==> src/rtl/input_io_controller.sv <==
// input_io_controller
// Blocks the CPU on an input instruction until the enter pushbutton has been
// debounced, then captures the switch bank into in_data with a one-cycle
// in_valid strobe. A press must be debounced as released before another
// capture can happen, so one press never satisfies two input instructions.
//
// Optional feature: define INPUT_SIGN_EXTEND_EN to sign-extend the captured
// switches into in_data. Without it the capture is zero-extended.
module input_io_controller #(
    parameter int SW_WIDTH        = 16,
    parameter int DATA_WIDTH      = 32,
    parameter int DEBOUNCE_CYCLES = 4,
    parameter int ENTER_ACTIVE    = 0
) (
    input  logic                  clk,
    input  logic                  rst_n,
    input  logic                  in_req,
    input  logic                  enter,
    input  logic [SW_WIDTH-1:0]   switches,
    output logic                  stall,
    output logic                  in_valid,
    output logic [DATA_WIDTH-1:0] in_data,
    output logic [7:0]            in_count
);

    // Pin level that means "pressed", and the level the synchronizer
    // starts from so reset never looks like a press.
    localparam logic ACTIVE_LVL   = (ENTER_ACTIVE != 0);
    localparam logic INACTIVE_LVL = ~ACTIVE_LVL;
    localparam logic [7:0] DEB_LIMIT = 8'(DEBOUNCE_CYCLES);

    typedef enum logic [2:0] {
        IDLE,
        WAIT_PRESS,
        DEBOUNCE,
        DONE,
        WAIT_RELEASE
    } state_t;

    logic                  enter_meta_reg;
    logic                  enter_s_reg;
    logic [SW_WIDTH-1:0]   sw_meta_reg;
    logic [SW_WIDTH-1:0]   sw_s_reg;

    state_t                state_reg;
    logic [7:0]            cnt_reg;
    logic                  in_valid_reg;
    logic [DATA_WIDTH-1:0] in_data_reg;
    logic [7:0]            in_count_reg;

    logic                  enter_active;
    logic [7:0]            cnt_inc;
    logic                  ext_bit;
    logic [DATA_WIDTH-1:0] capture_word;

    assign enter_active = (enter_s_reg == ACTIVE_LVL);
    assign cnt_inc      = cnt_reg + 8'd1;

`ifdef INPUT_SIGN_EXTEND_EN
    assign ext_bit = sw_s_reg[SW_WIDTH-1];
`else
    assign ext_bit = 1'b0;
`endif

    // Build the capture word bit by bit: switch bits first, then the
    // extension bit for every position above the switch bank.
    genvar gi;
    generate
        for (gi = 0; gi < DATA_WIDTH; gi++) begin : g_capture
            if (gi < SW_WIDTH) begin : g_sw
                assign capture_word[gi] = sw_s_reg[gi];
            end else begin : g_ext
                assign capture_word[gi] = ext_bit;
            end
        end
    endgenerate

    // Two-flop synchronizer for the asynchronous pushbutton and switches.
    always_ff @(posedge clk) begin
        if (!rst_n) begin
            enter_meta_reg <= INACTIVE_LVL;
            enter_s_reg    <= INACTIVE_LVL;
            sw_meta_reg    <= '0;
            sw_s_reg       <= '0;
        end else begin
            enter_meta_reg <= enter;
            enter_s_reg    <= enter_meta_reg;
            sw_meta_reg    <= switches;
            sw_s_reg       <= sw_meta_reg;
        end
    end

    // Press/release handshake FSM with registered strobe, data and count.
    always_ff @(posedge clk) begin
        if (!rst_n) begin
            state_reg    <= IDLE;
            cnt_reg      <= 8'd0;
            in_valid_reg <= 1'b0;
            in_data_reg  <= '0;
            in_count_reg <= 8'd0;
        end else begin
            in_valid_reg <= 1'b0;
            case (state_reg)
                IDLE: begin
                    cnt_reg <= 8'd0;
                    if (in_req) begin
                        state_reg <= WAIT_PRESS;
                    end
                end
                WAIT_PRESS: begin
                    if (!in_req) begin
                        state_reg <= IDLE;
                        cnt_reg   <= 8'd0;
                    end else if (enter_active) begin
                        state_reg <= DEBOUNCE;
                        cnt_reg   <= 8'd1;
                    end
                end
                DEBOUNCE: begin
                    // A flush wins over a capture that would happen this edge.
                    if (!in_req) begin
                        state_reg <= IDLE;
                        cnt_reg   <= 8'd0;
                    end else if (!enter_active) begin
                        state_reg <= WAIT_PRESS;
                        cnt_reg   <= 8'd0;
                    end else if (cnt_reg >= DEB_LIMIT) begin
                        state_reg    <= DONE;
                        cnt_reg      <= 8'd0;
                        in_valid_reg <= 1'b1;
                        in_data_reg  <= capture_word;
                        in_count_reg <= in_count_reg + 8'd1;
                    end else begin
                        cnt_reg <= cnt_inc;
                    end
                end
                DONE: begin
                    state_reg <= WAIT_RELEASE;
                    cnt_reg   <= 8'd0;
                end
                WAIT_RELEASE: begin
                    // Count consecutive released samples; any bounce restarts.
                    if (enter_active) begin
                        cnt_reg <= 8'd0;
                    end else if (cnt_inc >= DEB_LIMIT) begin
                        state_reg <= IDLE;
                        cnt_reg   <= 8'd0;
                    end else begin
                        cnt_reg <= cnt_inc;
                    end
                end
                default: begin
                    state_reg <= IDLE;
                    cnt_reg   <= 8'd0;
                end
            endcase
        end
    end

    assign stall    = in_req && (state_reg != DONE);
    assign in_valid = in_valid_reg;
    assign in_data  = in_data_reg;
    assign in_count = in_count_reg;

endmodule

==> config.mk <==
export PLATFORM = sky130hd
export DESIGN_NAME = input_io_controller
export DESIGN_NICKNAME = d
export VERILOG_FILES = /design/src/rtl/input_io_controller.sv
export SDC_FILE = /design/constraint.sdc
export NUM_CORES = 1
export LEC_CHECK = 0
export BUFFER_PORTS_ARGS = -buffer_cell sky130_fd_sc_hd__clkbuf_2
export CAP_MARGIN = 10
export CORE_MARGIN = 3
export CORE_UTILIZATION = 35
export CTS_CLUSTER_DIAMETER = 30
export CTS_CLUSTER_SIZE = 30
export DETAILED_ROUTE_END_ITERATION = 8
export GPL_TIMING_DRIVEN = 0
export PLACE_DENSITY_LB_ADDON = 0.25
export SETUP_SLACK_MARGIN = 0.4
export SYNTH_ARGS = -nofsm -noshare
export SYNTH_HDL_FRONTEND = slang
export SYNTH_SLANG_ARGS = --single-unit
==> constraint.sdc <==
create_clock -name clk -period 1.68 [get_ports clk]
set_input_delay 0.084 -clock clk [delete_from_list [all_inputs] [get_ports clk]]
set_output_delay 0.084 -clock clk [all_outputs]
set_load 0.02 [all_outputs]
==> impl_metrics.yaml <==
outcome:
  status: "complete, no violations"
global_routing:
  grt_first_pass_wirelength_mm: 9.763
  overflow: 0
  grt_pass1_vias: 2068
  grt_max_degree: 15
  track_usage_pct: 14.75
  antenna_found_initial: 0
floorplan:
  initial_core_util_pct: 37.06
  die_h_um: 91.75
  std_cell_rows: 30
  coreArea_um2: 6944
  ios: 62
  dieArea_um2: 8418
  fp.dieW_um: 91.75
power:
  clkPwrFrac_pct: 44.2
  power.internal_mw: 2.656
  p_comb_share_pct: 6.2
  leakagePower_nw: 1.904
  ir_drop_v: 0.0005557
  p_switching_mw: 0.8009
  switching_share_pct: 23.17
  power_density_nw_per_um2: 829.5
  pwr-share-seq_pct: 49.6
timing:
  setup_violations: 0
  rsz0062_at_grt: "true"
  drv_slew: 0
  relSlewSlack_pct: 56.11
  period_share_pct: 99.67
  max_clock_freq_mhz: 597.2
  finClkSkew_ns: 0.01349
  tightest_slew_ns: 0.6584
  setup_tns_ns: 0
  hold_viol_final: 0
  period_minus_slack_ns: 1.675
  whs_ns: 0.08582
worst_setup_path:
  required_ns: 1.96
  end_kind: "register"
  arrival_ns: 1.95
  worstSetupStartpointType: "register"
  worstSetupPathType: "reg -> reg"
  r2r_cells: 5
  crit_fanout: 2
clock_tree:
  cts_buffers: 9
  htree_levels: 3
  clock_path_buffers: 2
  clkTransAtPathRegs_ns: 0.08
  cts_sinks: 70
  cts_tree: "yes"
  root_buffer: "clkbuf_8"
  clock_latency_ns: 0.36
synthesis:
  synth_area_um2: 2574
  synth_async_sr_flop_share_pct: 0
  synthFlopType: "dfxtp_1"
  synth-adder-area-share_pct: 1.458
  synth.distinct_cells: 39
  synth_top_family_by_area: "simple AND/OR/NAND/NOR gates"
  ys_warn_count: 0
  syn_inst: 272
  synth_compound_area_share_pct: 11.23
  synth-edff-count: 0
  synthMuxAreaShare_pct: 0
  syn_avg_cell_area_um2: 9.462
  synth-xor-area-share_pct: 0.6806
  synth_seq_cells: 70
  ys_seq_area_share_pct: 54.45
  synth-simple-area-share_pct: 23.87
route:
  viasPerCell: 4.606
  ant_nets: 0
  routed_wl_mm: 6.139
  dr.max_layer_used: "met4"
  wl_met2_mm: 3.185
  dr_wl_met3_um: 407
  drtIter0Drc: 50
  wl_per_cell_um: 12.53
  vias: 2257
  m1WireLength_mm: 2.429
  drcViolationCount: 0
  drtPass1Iterations: 4
cells_and_area:
  ff_latch_area_um2: 1424
  layout_common_cells: "60 x dfxtp_1, 43 x clkbuf_2, 34 x and2_1"
  diodes: 0
  layout_commonest_cell: "dfxtp_1"
  areaGrowthSynthToFinish_pct: 61.93
  drive_gt1_share_pct: 49.49
  fin_nets: 412
  fill_cells: 580
  multi_input_area_um2: 1419
min_path:
  hold_depth: 2
  hold_path_class: "in -> reg"
job:
  max_cap_viol_count: 0
placement:
  io_buffers: 44
  finalWeightedCongestion: 0.8268
  hpwlAfterDp_mm: 3.543
-- stage by stage --
stage          instances  cell area (µm²)  power (mW)  util, %  setup slack (ns)
2_1_floorplan        287             2675       1.866        -            0.1276
3_3_place_gp         427             3015       1.906    43.42         -0.008076
3_5_place_dp         427             3015       1.908    43.42          -0.02812
4_1_cts              486             3876       3.471    55.82           0.01835
5_1_grt              490             4168       3.599    60.02          -0.03248
6_report             490             4168       3.457    60.02          0.005498
-- cells in the mapped netlist, types with 3 or more instances --
library cell | instances | area share [%]
nand3_1 | 5 | 0.97
or4_1 | 3 | 0.87
o31ai_1 | 3 | 0.87
nand4_1 | 3 | 0.73
dfxtp_1 | 70 | 54
or3_1 | 4 | 0.97
buf_4 | 18 | 5.3
and2_1 | 34 | 8.3
and3_1 | 7 | 1.7
nor2_1 | 6 | 0.87
inv_1 | 5 | 0.73
buf_2 | 3 | 0.58
clkbuf_1 | 7 | 1.0
a31oi_1 | 3 | 0.73
nand2_1 | 40 | 5.8
ha_1 | 3 | 1.5
o21ai_0 | 7 | 1.4
a21oi_1 | 24 | 4.7
-- what timing repair did --
item | in CTS | in global routing
buffers inserted | 22 | 4
pin swaps | 35 | 35
cloned | 4 | 0
hold endpoints to repair | 17 | 0
hold buffers | 17 | 0
setup endpoints to repair | 30 | 36
resized for setup | 68 | 64
-- critical path: stages (launching register included) --
cell and delay [ns]:
dfxtp_4 0.36, ha_4 0.15, or3_4 0.34, a2111oi_4 0.39, o22ai_1 0.18, a31oi_1 0.18
-- cell families (layout without fill, tap and decap cells) --
logic type | count (synthesis) | in the layout
buffers and inverters | 35 | 142
AND/OR/NAND/NOR | 114 | 114
XOR/XNOR | 2 | 2
other | 1 | 16
flip-flops | 70 | 70
adder cells (fa/ha/maj) | 3 | 3
AO/OA/AOI/OAI | 47 | 47
-- power groups by stage --
| stage | registers [mW] | clock network [mW] | logic (mW) |
|---|---|---|---|
| finish | 1.71 | 1.53 | 0.215 |
| global route | 1.72 | 1.64 | 0.236 |
| CTS | 1.71 | 1.56 | 0.204 |
| detailed placement | 1.75 | 0 | 0.156 |
| global placement | 1.75 | 0 | 0.155 |
| floorplan | 1.75 | 0 | 0.119 |
-- path summary, 6_finish.rpt --
kind | endpoint | slack, ns | startpoint
max | state_reg[2] | 0.005 | cnt_reg[0]
min | enter_meta_reg | 0.09 | rst_n
max reg2reg | state_reg[2] | 0.005 | cnt_reg[0]
min reg2reg | enter_s_reg | 0.42 | enter_meta_reg
-- layer usage --
metal / GRT usage, % / up-vias
met2: 24.95 / 69
met5: 0 / -
li1: - / 1120
met4: 6.312 / 0
met1: 16.86 / 1056
met3: 5.086 / 12
-- final cells by class --
class / instances / area share (%)
multi-input cells: 182 / 34.04
inverters: 6 / 0.5404
clock inverters: 7 / 2.462
well taps: 96 / 2.882
clock buffers: 9 / 2.972
plain buffers: 29 / 5.404
repair buffers: 91 / 17.53
flip-flops and latches: 70 / 34.16
(Power assumes the default switching activity.)
